## src/rtl/cpsr_flag_writer_if.sv

```systemverilog
// NZCV flag-writer bundle: EX-stage inputs plus committed/forwarded flag outputs.
// master = EX/control side driving the ALU/MSR/stall/flush fields; slave = flag writer.
// Ports: validin, setflagsin, condpassin, opclassin, resultin, alucarryin, aluoverin,
//        shiftcarryin, msrwein, msrdatain, stallin, flushin -> cpsrout, cpsrfwdout, pendingout.
interface cpsr_flag_writer_if #(
  parameter int DATA_W  = 32,
  parameter int FLAGS_W = 4
);
  logic               validin;
  logic               setflagsin;
  logic               condpassin;
  logic [1:0]         opclassin;
  logic [DATA_W-1:0]  resultin;
  logic               alucarryin;
  logic               aluoverin;
  logic               shiftcarryin;
  logic               msrwein;
  logic [FLAGS_W-1:0] msrdatain;
  logic               stallin;
  logic               flushin;
  logic [FLAGS_W-1:0] cpsrout;
  logic [FLAGS_W-1:0] cpsrfwdout;
  logic               pendingout;

  modport master (
    output validin, setflagsin, condpassin, opclassin, resultin,
           alucarryin, aluoverin, shiftcarryin, msrwein, msrdatain,
           stallin, flushin,
    input  cpsrout, cpsrfwdout, pendingout
  );

  modport slave (
    input  validin, setflagsin, condpassin, opclassin, resultin,
           alucarryin, aluoverin, shiftcarryin, msrwein, msrdatain,
           stallin, flushin,
    output cpsrout, cpsrfwdout, pendingout
  );
endinterface

```

## src/rtl/cpsr_flag_writer.sv

```systemverilog
// Computes NZCV from the EX-stage ALU, holds it one pending stage, then commits to CPSR.
// Latency: cpsrfwdout shows new flags 1 cycle after EX, cpsrout 2 cycles after.
// Backpressure: stallin freezes both stages (flush ignored); flushin drops the pending stage.
// Ports: clk, rstn (async active-low), fw (cpsr_flag_writer_if.slave bundle).
module cpsr_flag_writer #(
  parameter int                DATA_W   = 32,
  parameter int                FLAGS_W  = 4,
  parameter logic [FLAGS_W-1:0] RESET_FL = '0
) (
  input  logic               clk,
  input  logic               rstn,
  cpsr_flag_writer_if.slave  fw
);

  // Flag bit positions within the NZCV vector.
  localparam int V_I = 0;
  localparam int C_I = 1;
  localparam int Z_I = 2;
  localparam int N_I = 3;

  localparam logic [1:0] OP_LOGIC = 2'b00;
  localparam logic [1:0] OP_ARITH = 2'b01;
  localparam logic [1:0] OP_MULT  = 2'b10;

  logic [FLAGS_W-1:0] cpsr_q,    cpsr_d;
  logic [FLAGS_W-1:0] pend_q,    pend_d;
  logic               pend_vld_q, pend_vld_d;

  logic [FLAGS_W-1:0] fwd;
  logic [FLAGS_W-1:0] nf;
  logic               upd;
  logic               res_zero;

  // Youngest flag value: an uncommitted pending update shadows the CPSR.
  assign fwd = pend_vld_q ? pend_q : cpsr_q;

  assign res_zero = (fw.resultin == '0);

  assign upd = fw.validin & fw.condpassin &
               ((fw.setflagsin & (fw.opclassin != 2'b11)) | fw.msrwein);

  // Next flags are built on the forwarded value so back-to-back updates
  // inherit C/V from the still-pending producer, not the stale CPSR.
  always_comb begin
    nf = fwd;
    if (fw.msrwein) begin
      nf = fw.msrdatain;
    end else begin
      case (fw.opclassin)
        OP_LOGIC: begin
          nf[N_I] = fw.resultin[DATA_W-1];
          nf[Z_I] = res_zero;
          nf[C_I] = fw.shiftcarryin;
        end
        OP_ARITH: begin
          nf[N_I] = fw.resultin[DATA_W-1];
          nf[Z_I] = res_zero;
          nf[C_I] = fw.alucarryin;
          nf[V_I] = fw.aluoverin;
        end
        OP_MULT: begin
          nf[N_I] = fw.resultin[DATA_W-1];
          nf[Z_I] = res_zero;
        end
        default: nf = fwd;
      endcase
    end
  end

  always_comb begin
    cpsr_d     = cpsr_q;
    pend_d     = pend_q;
    pend_vld_d = pend_vld_q;
    if (!fw.stallin) begin
      // A flush also discards the value that would have committed this edge.
      if (pend_vld_q && !fw.flushin) begin
        cpsr_d = pend_q;
      end
      if (fw.flushin) begin
        pend_vld_d = 1'b0;
      end else if (upd) begin
        pend_d     = nf;
        pend_vld_d = 1'b1;
      end else begin
        pend_vld_d = 1'b0;
      end
    end
  end

  always_ff @(posedge clk or negedge rstn) begin
    if (!rstn) begin
      cpsr_q     <= RESET_FL;
      pend_q     <= RESET_FL;
      pend_vld_q <= 1'b0;
    end else begin
      cpsr_q     <= cpsr_d;
      pend_q     <= pend_d;
      pend_vld_q <= pend_vld_d;
    end
  end

  assign fw.cpsrout    = cpsr_q;
  assign fw.cpsrfwdout = fwd;
  assign fw.pendingout = pend_vld_q;

endmodule

```

## src/flat_wrapper.sv

```systemverilog
// flat-port wrapper written by rule: the top's interface ports become plain ports
module cpsr_flag_writer_flat 
#(
  parameter int                DATA_W   = 32,
  parameter int                FLAGS_W  = 4,
  parameter logic [FLAGS_W-1:0] RESET_FL = '0
)
  (clk, rstn, fw_validin, fw_setflagsin, fw_condpassin, fw_opclassin, fw_resultin, fw_alucarryin, fw_aluoverin, fw_shiftcarryin, fw_msrwein, fw_msrdatain, fw_stallin, fw_flushin, fw_cpsrout, fw_cpsrfwdout, fw_pendingout);
  cpsr_flag_writer_if #(.DATA_W(DATA_W), .FLAGS_W(FLAGS_W)) fw_i ();
  input  logic clk;
  input  logic rstn;
  input wire logic [$bits(fw_i.validin)-1:0] fw_validin;
  input wire logic [$bits(fw_i.setflagsin)-1:0] fw_setflagsin;
  input wire logic [$bits(fw_i.condpassin)-1:0] fw_condpassin;
  input wire logic [$bits(fw_i.opclassin)-1:0] fw_opclassin;
  input wire logic [$bits(fw_i.resultin)-1:0] fw_resultin;
  input wire logic [$bits(fw_i.alucarryin)-1:0] fw_alucarryin;
  input wire logic [$bits(fw_i.aluoverin)-1:0] fw_aluoverin;
  input wire logic [$bits(fw_i.shiftcarryin)-1:0] fw_shiftcarryin;
  input wire logic [$bits(fw_i.msrwein)-1:0] fw_msrwein;
  input wire logic [$bits(fw_i.msrdatain)-1:0] fw_msrdatain;
  input wire logic [$bits(fw_i.stallin)-1:0] fw_stallin;
  input wire logic [$bits(fw_i.flushin)-1:0] fw_flushin;
  output wire logic [$bits(fw_i.cpsrout)-1:0] fw_cpsrout;
  output wire logic [$bits(fw_i.cpsrfwdout)-1:0] fw_cpsrfwdout;
  output wire logic [$bits(fw_i.pendingout)-1:0] fw_pendingout;
  assign fw_i.validin = fw_validin;
  assign fw_i.setflagsin = fw_setflagsin;
  assign fw_i.condpassin = fw_condpassin;
  assign fw_i.opclassin = fw_opclassin;
  assign fw_i.resultin = fw_resultin;
  assign fw_i.alucarryin = fw_alucarryin;
  assign fw_i.aluoverin = fw_aluoverin;
  assign fw_i.shiftcarryin = fw_shiftcarryin;
  assign fw_i.msrwein = fw_msrwein;
  assign fw_i.msrdatain = fw_msrdatain;
  assign fw_i.stallin = fw_stallin;
  assign fw_i.flushin = fw_flushin;
  assign fw_cpsrout = fw_i.cpsrout;
  assign fw_cpsrfwdout = fw_i.cpsrfwdout;
  assign fw_pendingout = fw_i.pendingout;
  cpsr_flag_writer #(.DATA_W(DATA_W), .FLAGS_W(FLAGS_W), .RESET_FL(RESET_FL)) u_core (.clk(clk), .rstn(rstn), .fw(fw_i));
endmodule
```

## config.mk

```make
export PLATFORM = sky130hd
export DESIGN_NAME = cpsr_flag_writer_flat
export DESIGN_NICKNAME = d
export VERILOG_FILES = /design/src/rtl/cpsr_flag_writer_if.sv /design/src/rtl/cpsr_flag_writer.sv /design/src/flat_wrapper.sv
export SDC_FILE = /design/constraint.sdc
export NUM_CORES = 1
export LEC_CHECK = 0
export CAP_MARGIN = 5
export CORE_AREA = 3 3 50 52
export CTS_CLUSTER_SIZE = 25
export DETAILED_ROUTE_END_ITERATION = 16
export DIE_AREA = 0 0 53 55
export GPL_TIMING_DRIVEN = 0
export PLACE_DENSITY_LB_ADDON = 0.25
export SYNTH_ARGS = -nofsm -noshare
export SYNTH_HDL_FRONTEND = slang
export SYNTH_SLANG_ARGS = --single-unit
```

## constraint.sdc

```tcl
create_clock -name clk -period 1.4 [get_ports clk]
set_input_delay 0.35 -clock clk [delete_from_list [all_inputs] [get_ports clk]]
set_output_delay 0.35 -clock clk [all_outputs]
set_load 0.05 [all_outputs]
```

==> impl_metrics.env, run 1 <==
export IMPL_status="finished with violations"
export IMPL_violations="negative setup slack"
export IMPL_fmax_ghz=0.6369
export IMPL_grt_use_met3=0.04826
export IMPL_ant_nets=0
export IMPL_min_period_ns=1.570
export IMPL_num_rows=17
export IMPL_dieHeight_um=55
export IMPL_ir_worst_vdd_uv=651.5
export IMPL_synth_cell_type_count=27
export IMPL_ys_async_sr_fraction=1.000
export IMPL_cts_max_level=1
export IMPL_synthesis_nets=106
export IMPL_cts_buffers=3
export IMPL_dr_pass1_iters=3
export IMPL_clkSinkCount=9
export IMPL_skew_ns=0.007234
export IMPL_worstSetupPathDepth=2
export IMPL_crit_fanout=7
export IMPL_synth_seq_cells=9
export IMPL_routed_wl_mm=2.022
export IMPL_placedCellCount=141
export IMPL_final_max_slew_viol_count=0
export IMPL_num_nets_final=171
export IMPL_top_usage_layer="met2"
export IMPL_grt_max_degree=10
export IMPL_area_growth_pct=118.6
export IMPL_seq_area_frac_synth=0.3939
export IMPL_grt_total_usage=0.1461
export IMPL_tightest_slew_ns=0.4137
export IMPL_cts_tree="built"
export IMPL_crit_buf_inv=1
export IMPL_die_w_um=53
export IMPL_core_area_um2=2148
export IMPL_power_switching_share=0.4104
export IMPL_power_switching_uw=554.5
export IMPL_fin_ws_ns=-0.1700
export IMPL_cts_root_buf="clkbuf_4"
export IMPL_final_area_um2=1250
export IMPL_hold_viol=0
export IMPL_io_buffers=56
export IMPL_p_leak_nw=0.5310
export IMPL_tns_ns=-0.6645
export IMPL_hold_path_class="input port to async pin"
export IMPL_grt_setup_unrepaired="true"
export IMPL_ff2ff_path_depth=5
export IMPL_clock_latency_ns=0.26
export IMPL_hold_ws_ns=0.3833
export IMPL_routed_via_density=4.611
export IMPL_wl_per_cell_um=13.57
export IMPL_worstSetupPathType="flip-flop to output port"
export IMPL_hold_buffers=0
export IMPL_n_antenna_cell=0
export IMPL_slowest_delay_ns=0.48
export IMPL_die_area_um2=2915
export IMPL_path_cells="mux2_4 -> buf_6"
export IMPL_gp_congestion=0.7083
export IMPL_io_pins=58
export IMPL_ctsLongestPathBuffers=2
export IMPL_p_clk_frac=0.148
export IMPL_start_util=0.2662
export IMPL_post_route_util=0.5818
export IMPL_internal_power_uw=796.6
export IMPL_synth_ff_type="dfrtp_1"
export IMPL_cpLargestDelayFamily="flip-flops"
export IMPL_grt_ovfl_total=0
export IMPL_combinationalPowerShare=0.569
export IMPL_use_met1=0.1569
export IMPL_antenna_found_initial=0
export IMPL_finalCritPeriodShare=1.121
export IMPL_grtUsageMet2=0.2810
export IMPL_instances_no_fill=149
export IMPL_seqPwrFrac=0.283
export IMPL_synth_area_um2=571.8
export IMPL_crit_path_end_kind="output port"
export IMPL_slowest_stage="dfrtp_2"
export IMPL_place_ws_ns=-0.5228
export IMPL_drtIter0Drc=9
export IMPL_maxCapViolations=0
export IMPL_startpoint_type="flip-flop"
export IMPL_relSlewSlack=0.7234
export IMPL_arrival_ns=1.22
export IMPL_setup_viol=4
export IMPL_pwr_density_cell_nw_per_um2=1081
export IMPL_synth_edf_count=0
export IMPL_grt_pass1_vias=695
export IMPL_total_power_mw=1.351
export IMPL_dpl_instance_area_um2=1179
export IMPL_clk_pin_slew_worst_paths_ns=0.06
export IMPL_worst_ep_required_time_ns=1.05
export IMPL_ys_warn_count=0
export IMPL_grt_first_pass_wirelength_mm=3.063
export IMPL_syn_inst=57
export IMPL_syn_avg_cell_area_um2=10.03
export IMPL_vias=687
export IMPL_layout_drive_gt1_share=0.2645
export IMPL_drc=0
## per-layer routing
metal / part of all wire / vias to the layer above
li1: - / 349
met1: 0.38 / 317
met2: 0.57 / 18
met3: 0.047 / 3
met4: 0.0049 / 0
met5: 0 / -
## worst reg2reg max path, stage by stage (launching register included)
cell and delay [ns]:
dfrtp_2 0.48, mux2_4 0.33, buf_4 0.14, nor2_2 0.09, o311ai_1 0.09, o21a_1 0.12
## power groups by stage
stage,sequential (mW),combinational (mW),clock (mW)
2_1_floorplan,0.516,0.308,0
3_3_place_gp,0.383,0.752,0
3_5_place_dp,0.389,0.758,0
4_1_cts,0.384,0.790,0.210
5_1_grt,0.396,0.809,0.229
6_report,0.383,0.768,0.200
## timing repair
item / in CTS / in global routing
endpoints found under the setup margin: 14 / 14
resized for setup: 53 / 9
pin swaps: 3 / 2
setup buffers: 3 / 1
## path summary, 6_finish.rpt
check                                     startpoint              endpoint  slack (ns)
worst max register to register  u_core.fw.pendingout      u_core.pend_q[1]        0.06
worst min-delay path                            rstn      u_core.pend_q[1]        0.38
worst min register to register      u_core.pend_q[1]      u_core.pend_q[1]        0.52
min in group clk                          fw_msrwein      u_core.pend_q[3]        0.50
worst max-delay path            u_core.fw.pendingout      fw_cpsrfwdout[0]       -0.17
max in group asynchronous                       rstn  u_core.fw.pendingout        0.70
## synth_stat cells (all sizes together), types with 2 or more instances
| library cell | count | area share |
|---|---|---|
| o21a | 3 | 0.042 |
| nand2 | 4 | 0.026 |
| nor2 | 4 | 0.026 |
| nand4 | 2 | 0.022 |
| nor4 | 7 | 0.077 |
| dfrtp | 9 | 0.39 |
| nor2b | 2 | 0.022 |
| mux2 | 8 | 0.16 |
| nor3 | 2 | 0.018 |
## placed cells by master (no fill, tap or decap), types with 4 or more instances in the layout
| master | count |
|---|---|
| buf_6 | 4 |
| nand2_1 | 4 |
| mux2_2 | 4 |
| dfrtp_1 | 6 |
| nor4_1 | 7 |
| clkdlybuf4s50_1 | 41 |
| dlygate4sd2_1 | 4 |
| mux2_4 | 4 |
| buf_2 | 4 |
## sequential cells by signal, summed over array words and instances, names as in the netlist
| signal | cells |
|---|---|
| u_core.fw.pendingout | 1 |
| u_core.fw.cpsrout | 4 |
| u_core.pend_q | 4 |
## kinds of logic after synthesis
kind of cell / Yosys count / synth area share
AO/OA/AOI/OAI: 11 / 0.1466
buffers and inverters: 2 / 0.01312
flip-flops: 9 / 0.3939
multiplexers: 9 / 0.1816
AND/OR/NAND/NOR: 26 / 0.2647
## final cells by class
class | count | area, µm²
Sequential cell | 9 | 229.0
Inverter | 1 | 3.754
Clock buffer | 4 | 26.28
Multi-Input combinational cell | 46 | 362.8
Buffer | 1 | 3.754
Timing Repair Buffer | 60 | 589.3
Fill cell | 204 | 898.4
Tap cell | 28 | 35.03
(Power assumes the default switching activity.)
==> inputs of run 2 (changes only) <==
- ABC_CLOCK_PERIOD_IN_PS: default -> 1800
- clock period: 1.4 -> 1.8 ns (I/O delays scaled with it)
==> run 2 against run 1 <==
Compared with the run above: the run now ends clean; sequential power shrank 24%; clock power fell by 24%; largest power group unchanged; worst hold slack improved by 0.10 ns; die area did not move.
==> impl_metrics.env, run 2 (synthesis gave the netlist of run 1 again) <==
export IMPL_status="finished, final reports clean"
export IMPL_fmax_ghz=0.5797
export IMPL_multi_input_area_um2=339.1
export IMPL_clkSinkCount=9
export IMPL_grt_total_usage=0.1409
export IMPL_ctsLongestPathBuffers=2
export IMPL_routed_via_density=4.821
export IMPL_final_area_um2=1172
export IMPL_drc=0
export IMPL_dpl_instance_area_um2=1167
export IMPL_grt_ovfl_total=0
export IMPL_hold_path_class="input port to async pin"
export IMPL_cts_setup_buffers=0
export IMPL_dp_hpwl_mm=1.701
export IMPL_p_clk_frac=0.157
export IMPL_area_growth_pct=105.0
export IMPL_n_fill_cell=218
export IMPL_vias=699
export IMPL_die_w_um=53
export IMPL_wl_per_cell_um=13.41
export IMPL_cts_tree="built"
export IMPL_final_max_slew_viol_count=0
export IMPL_seq_area_um2=226.5
export IMPL_combinationalPowerShare=0.544
export IMPL_worst_ep_required_time_ns=1.35
export IMPL_start_util=0.2662
export IMPL_drtIter0Drc=2
export IMPL_skew_ns=0.0009365
export IMPL_most_common_layout_cells="clkdlybuf4s50_1, dfrtp_1, mux2_2, nor4_1"
export IMPL_gp_congestion=0.6969
export IMPL_layout_drive_gt1_share=0.1624
export IMPL_min_period_ns=1.725
export IMPL_crit_path_end_kind="output port"
export IMPL_tns_ns=0
export IMPL_slowest_stage="dfrtp_2"
export IMPL_ir_worst_vdd_uv=482.6
export IMPL_num_rows=17
export IMPL_antenna_found_initial=0
export IMPL_cts_buffers=3
export IMPL_grt_setup_unrepaired="false"
export IMPL_slowest_delay_ns=0.44
export IMPL_num_nets_final=167
export IMPL_worstSetupPathType="flip-flop to output port"
export IMPL_maxCapViolations=0
export IMPL_tightest_slew_ns=0.4980
export IMPL_grt_pass1_vias=685
export IMPL_die_area_um2=2915
export IMPL_cts_max_level=1
export IMPL_crit_fanout=7
export IMPL_startpoint_type="flip-flop"
export IMPL_io_pins=58
export IMPL_clk_pin_slew_worst_paths_ns=0.06
export IMPL_crit_buf_inv=1
export IMPL_grt_max_degree=10
export IMPL_p_leak_nw=0.4931
export IMPL_cts_repair_resized=21
export IMPL_internal_power_uw=561.6
export IMPL_path_cells="mux2_2 -> buf_2"
export IMPL_final_common_cell="clkdlybuf4s50_1"
export IMPL_pwr_density_cell_nw_per_um2=827.7
export IMPL_power_switching_uw=408.7
export IMPL_dr_pass1_iters=4
export IMPL_setup_viol=0
export IMPL_dieHeight_um=55
export IMPL_hold_buffers=0
export IMPL_n_antenna_cell=0
export IMPL_cpLargestDelayFamily="flip-flops"
export IMPL_arrival_ns=1.27
export IMPL_routed_wl_mm=1.944
export IMPL_clock_latency_ns=0.26
export IMPL_relSlewSlack=0.6675
export IMPL_core_area_um2=2148
export IMPL_cts_root_buf="clkbuf_4"
export IMPL_grt_first_pass_wirelength_mm=2.918
export IMPL_seqPwrFrac=0.299
export IMPL_io_buffers=56
export IMPL_power_switching_share=0.4212
export IMPL_ant_nets=0
export IMPL_finalCritPeriodShare=0.9583
export IMPL_hold_viol=0
[run 2: changes by cell type in the layout (fill, tap and decap cells not counted), sizes merged]
cell           change
clkdlybuf4s50      +6
dlymetal6s2s       -1
buf                -8
clkdlybuf4s15      -1
[run 2: worst paths after layout]
check,start,to,slack [ns],cells past startpoint
setup / recovery,u_core.fw.pendingout,fw_cpsrfwdout[0],0.08,2
hold / removal,rstn,u_core.fw.cpsrout[3],0.49,1
setup reg to reg,u_core.fw.pendingout,u_core.fw.cpsrout[2],0.47,2
hold reg to reg,u_core.pend_q[1],u_core.pend_q[1],0.52,1
max in group asynchronous,rstn,u_core.fw.pendingout,1.00,1
min in group clk,u_core.pend_q[1],u_core.pend_q[1],0.52,1
[run 2: layout make-up]
| cell class | instances | share of cell area |
|---|---|---|
| clock buffer | 4 | 0.02241 |
| buffer | 1 | 0.003202 |
| inverter | 1 | 0.003202 |
| multi-input combinational | 46 | 0.2892 |
| sequential | 9 | 0.1932 |
| tap | 28 | 0.02988 |
| timing repair buffer | 56 | 0.4589 |
[run 2: metrics by stage]
step / instances / setup WS (ns) / total power [mW] / hold WS, ns / utilization
finish: 145 / 0.07505 / 0.9703 / 0.4879 / 0.5457
global route: 145 / 0.01066 / 1.031 / 0.5141 / 0.5457
CTS: 145 / -0.1646 / 0.9915 / 0.4926 / 0.5463
detailed placement: 141 / -0.2171 / 0.8745 / 0.5019 / 0.5434
global placement: 141 / -0.2331 / 0.8682 / 0.4928 / 0.5434
floorplan: 57 / 0.08660 / 0.6242 / 0.1544 / -
[run 2: routing by layer]
metal  global-route usage  vias up  wire length (µm)
met5                    0        -                 0
met4              0.05106        0                30
met3              0.04290        4                85
met2               0.2686       14              1121
met1               0.1452      337               706
li1                     -      344                 -
[run 2: power groups by stage]
stage / combinational (mW) / sequential (mW) / clock (mW)
after global placement: 0.575 / 0.293 / 0
after floorplan: 0.228 / 0.396 / 0
after detailed placement: 0.578 / 0.296 / 0
final: 0.528 / 0.290 / 0.152
after CTS: 0.537 / 0.292 / 0.163
after global routing: 0.561 / 0.299 / 0.172
==> inputs of run 3 (changes only) <==
--- a/config.mk
+++ b/config.mk
@@ -14,4 +14,5 @@
 export GPL_TIMING_DRIVEN = 0
 export PLACE_DENSITY_LB_ADDON = 0.25
+export SKIP_CTS_REPAIR_TIMING = 1
 export SYNTH_ARGS = -nofsm -noshare
 export SYNTH_HDL_FRONTEND = slang
==> constraint.sdc (replaced) <==
create_clock -name clk -period 1.8 [get_ports clk]
set_input_delay 0.36 -clock clk [delete_from_list [all_inputs] [get_ports clk]]
set_output_delay 0.36 -clock clk [all_outputs]
set_load 0.05 [all_outputs]
==> run 3 against run 2 <==
Compared with the run above: clock power barely moved; clock skew barely moved; worst hold slack got worse by 0.089 ns; flip-flop and latch count did not move; total power rose by 3.3%; sequential share of layout area fell by 0.60 points; combinational power rose by 6.1%; utilization rose by 1.7 points; die area did not move; worst setup slack got worse by 0.010 ns; highest routed layer unchanged.
==> impl_metrics.env, run 3 (synthesis gave the netlist of run 1 again) <==
export IMPL_relSlewSlack=0.6617
export IMPL_place_ws_ns=-0.1271
export IMPL_crit_path_end_kind="output port"
export IMPL_wl_per_cell_um=13.41
export IMPL_routed_via_density=4.793
export IMPL_dieHeight_um=55
export IMPL_cts_root_buf="clkbuf_4"
export IMPL_n_fill_cell=208
export IMPL_ant_nets=0
export IMPL_grt_pass1_vias=689
export IMPL_dp_hpwl_mm=1.701
export IMPL_grt_max_degree=10
export IMPL_cts_buffers=3
export IMPL_tightest_slew_ns=0.5066
export IMPL_clkSinkCount=9
export IMPL_gp_congestion=0.6969
export IMPL_routed_wl_mm=1.945
export IMPL_n_antenna_cell=0
export IMPL_ff2ff_path_depth=2
export IMPL_tns_ns=0
export IMPL_core_area_um2=2148
export IMPL_maxCapViolations=0
export IMPL_ctsLongestPathBuffers=2
export IMPL_fin_ws_ns=0.06497
export IMPL_r2r_slack_ns=0.47
export IMPL_layout_drive_gt1_share=0.1368
export IMPL_finalCritPeriodShare=0.9639
export IMPL_hold_viol=0
export IMPL_io_buffers=56
export IMPL_seq_area_um2=226.5
export IMPL_p_leak_nw=0.5762
export IMPL_setup_viol=0
export IMPL_die_w_um=53
export IMPL_grt_total_usage=0.1415
export IMPL_crit_fanout=7
export IMPL_cts_max_level=1
export IMPL_arrival_ns=1.38
export IMPL_start_util=0.2662
export IMPL_path_cells="mux2_2 -> dlymetal6s2s_1"
export IMPL_drc=0
export IMPL_area_growth_pct=111.6
export IMPL_grt_first_pass_wirelength_mm=2.932
export IMPL_worst_ep_required_time_ns=1.44
export IMPL_status="finished, final reports clean"
export IMPL_antenna_found_initial=0
export IMPL_slowest_stage="dfrtp_2"
export IMPL_worstSetupPathType="flip-flop to output port"
export IMPL_startpoint_type="flip-flop"
export IMPL_num_rows=17
export IMPL_reg2reg_from="u_core.fw.pendingout"
export IMPL_clock_latency_ns=0.26
export IMPL_cts_tree="built"
export IMPL_final_area_um2=1210
export IMPL_fmax_ghz=0.5764
export IMPL_skew_ns=0.0009363
export IMPL_die_area_um2=2915
export IMPL_drtIter0Drc=2
export IMPL_dpl_instance_area_um2=1167
export IMPL_dr_pass1_iters=4
export IMPL_reg2reg_to="u_core.fw.cpsrout[2]"
export IMPL_final_common_cell="clkdlybuf4s50_1"
export IMPL_total_power_mw=1.002
export IMPL_num_nets_final=167
export IMPL_io_pins=58
export IMPL_grt_setup_unrepaired="false"
export IMPL_ir_worst_vdd_uv=490.0
export IMPL_final_max_slew_viol_count=0
export IMPL_most_common_layout_cells="clkdlybuf4s50_1, dlymetal6s2s_1, dfrtp_1"
export IMPL_grt_ovfl_total=0
export IMPL_hold_path_class="input port to async pin"
export IMPL_slowest_delay_ns=0.46
export IMPL_pwr_density_cell_nw_per_um2=828.2
export IMPL_min_period_ns=1.735
export IMPL_multi_input_area_um2=339.1
export IMPL_vias=695
export IMPL_clk_pin_slew_worst_paths_ns=0.06
export IMPL_post_route_util=0.5632
-- run 3: changes by cell type in the layout (fill, tap and decap cells not counted) --
cell | before | now
dlymetal6s2s_1 | 1 | 8
dlygate4sd2_1 | 4 | 0
a21boi_0 | 0 | 1
buf_2 | 4 | 0
clkbuf_2 | 0 | 1
a21boi_1 | 1 | 0
-- run 3: worst max-delay path: cells and delay by family, from the launching register on --
family	cells	cell delay (ns)
buffers and inverters	1	0.41
DFF	1	0.46
muxes	1	0.25
-- run 3: metrics by stage --
stage	cells	hold slack (ns)
global route	145	0.4241
global placement	141	0.4928
finish	145	0.3984
CTS	145	0.4027
floorplan	57	0.06441
detailed placement	141	0.5019
-- run 3: metal layers --
metal,track usage,part of all wire
met5,0,0
met4,0.05106,0.015
met3,0.04290,0.047
met2,0.2686,0.58
met1,0.1468,0.36
-- run 3: power by group --
group | internal [mW] | switching, mW
registers | 0.254 | 0.0351
logic | 0.254 | 0.306
clock network | 0.0852 | 0.0671
total | 0.593 | 0.409
-- run 3: area by class of cell --
| class | instances | share of cell area |
|---|---|---|
| multi-input cells | 46 | 0.2802 |
| repair buffers | 56 | 0.4757 |
| flip-flops and latches | 9 | 0.1872 |
| well taps | 28 | 0.02896 |
| inverters | 1 | 0.003102 |
| plain buffers | 1 | 0.003102 |
| clock buffers | 4 | 0.02172 |
-- run 3: worst max path at each step --
| stage | startpoint | slack (ns) | end | depth (start not counted) |
|---|---|---|---|---|
| after floorplan | u_core.fw.pendingout | 0.09 | u_core.pend_q[0] | 4 |
| after global routing | u_core.fw.pendingout | 0.001 | fw_cpsrfwdout[1] | 2 |
| after global placement | u_core.fw.pendingout | -0.14 | fw_cpsrfwdout[0] | 2 |
| after detailed placement | u_core.fw.pendingout | -0.13 | fw_cpsrfwdout[0] | 2 |
| after CTS | u_core.fw.pendingout | -0.42 | fw_cpsrfwdout[0] | 2 |
| final | u_core.fw.pendingout | 0.06 | fw_cpsrfwdout[1] | 2 |
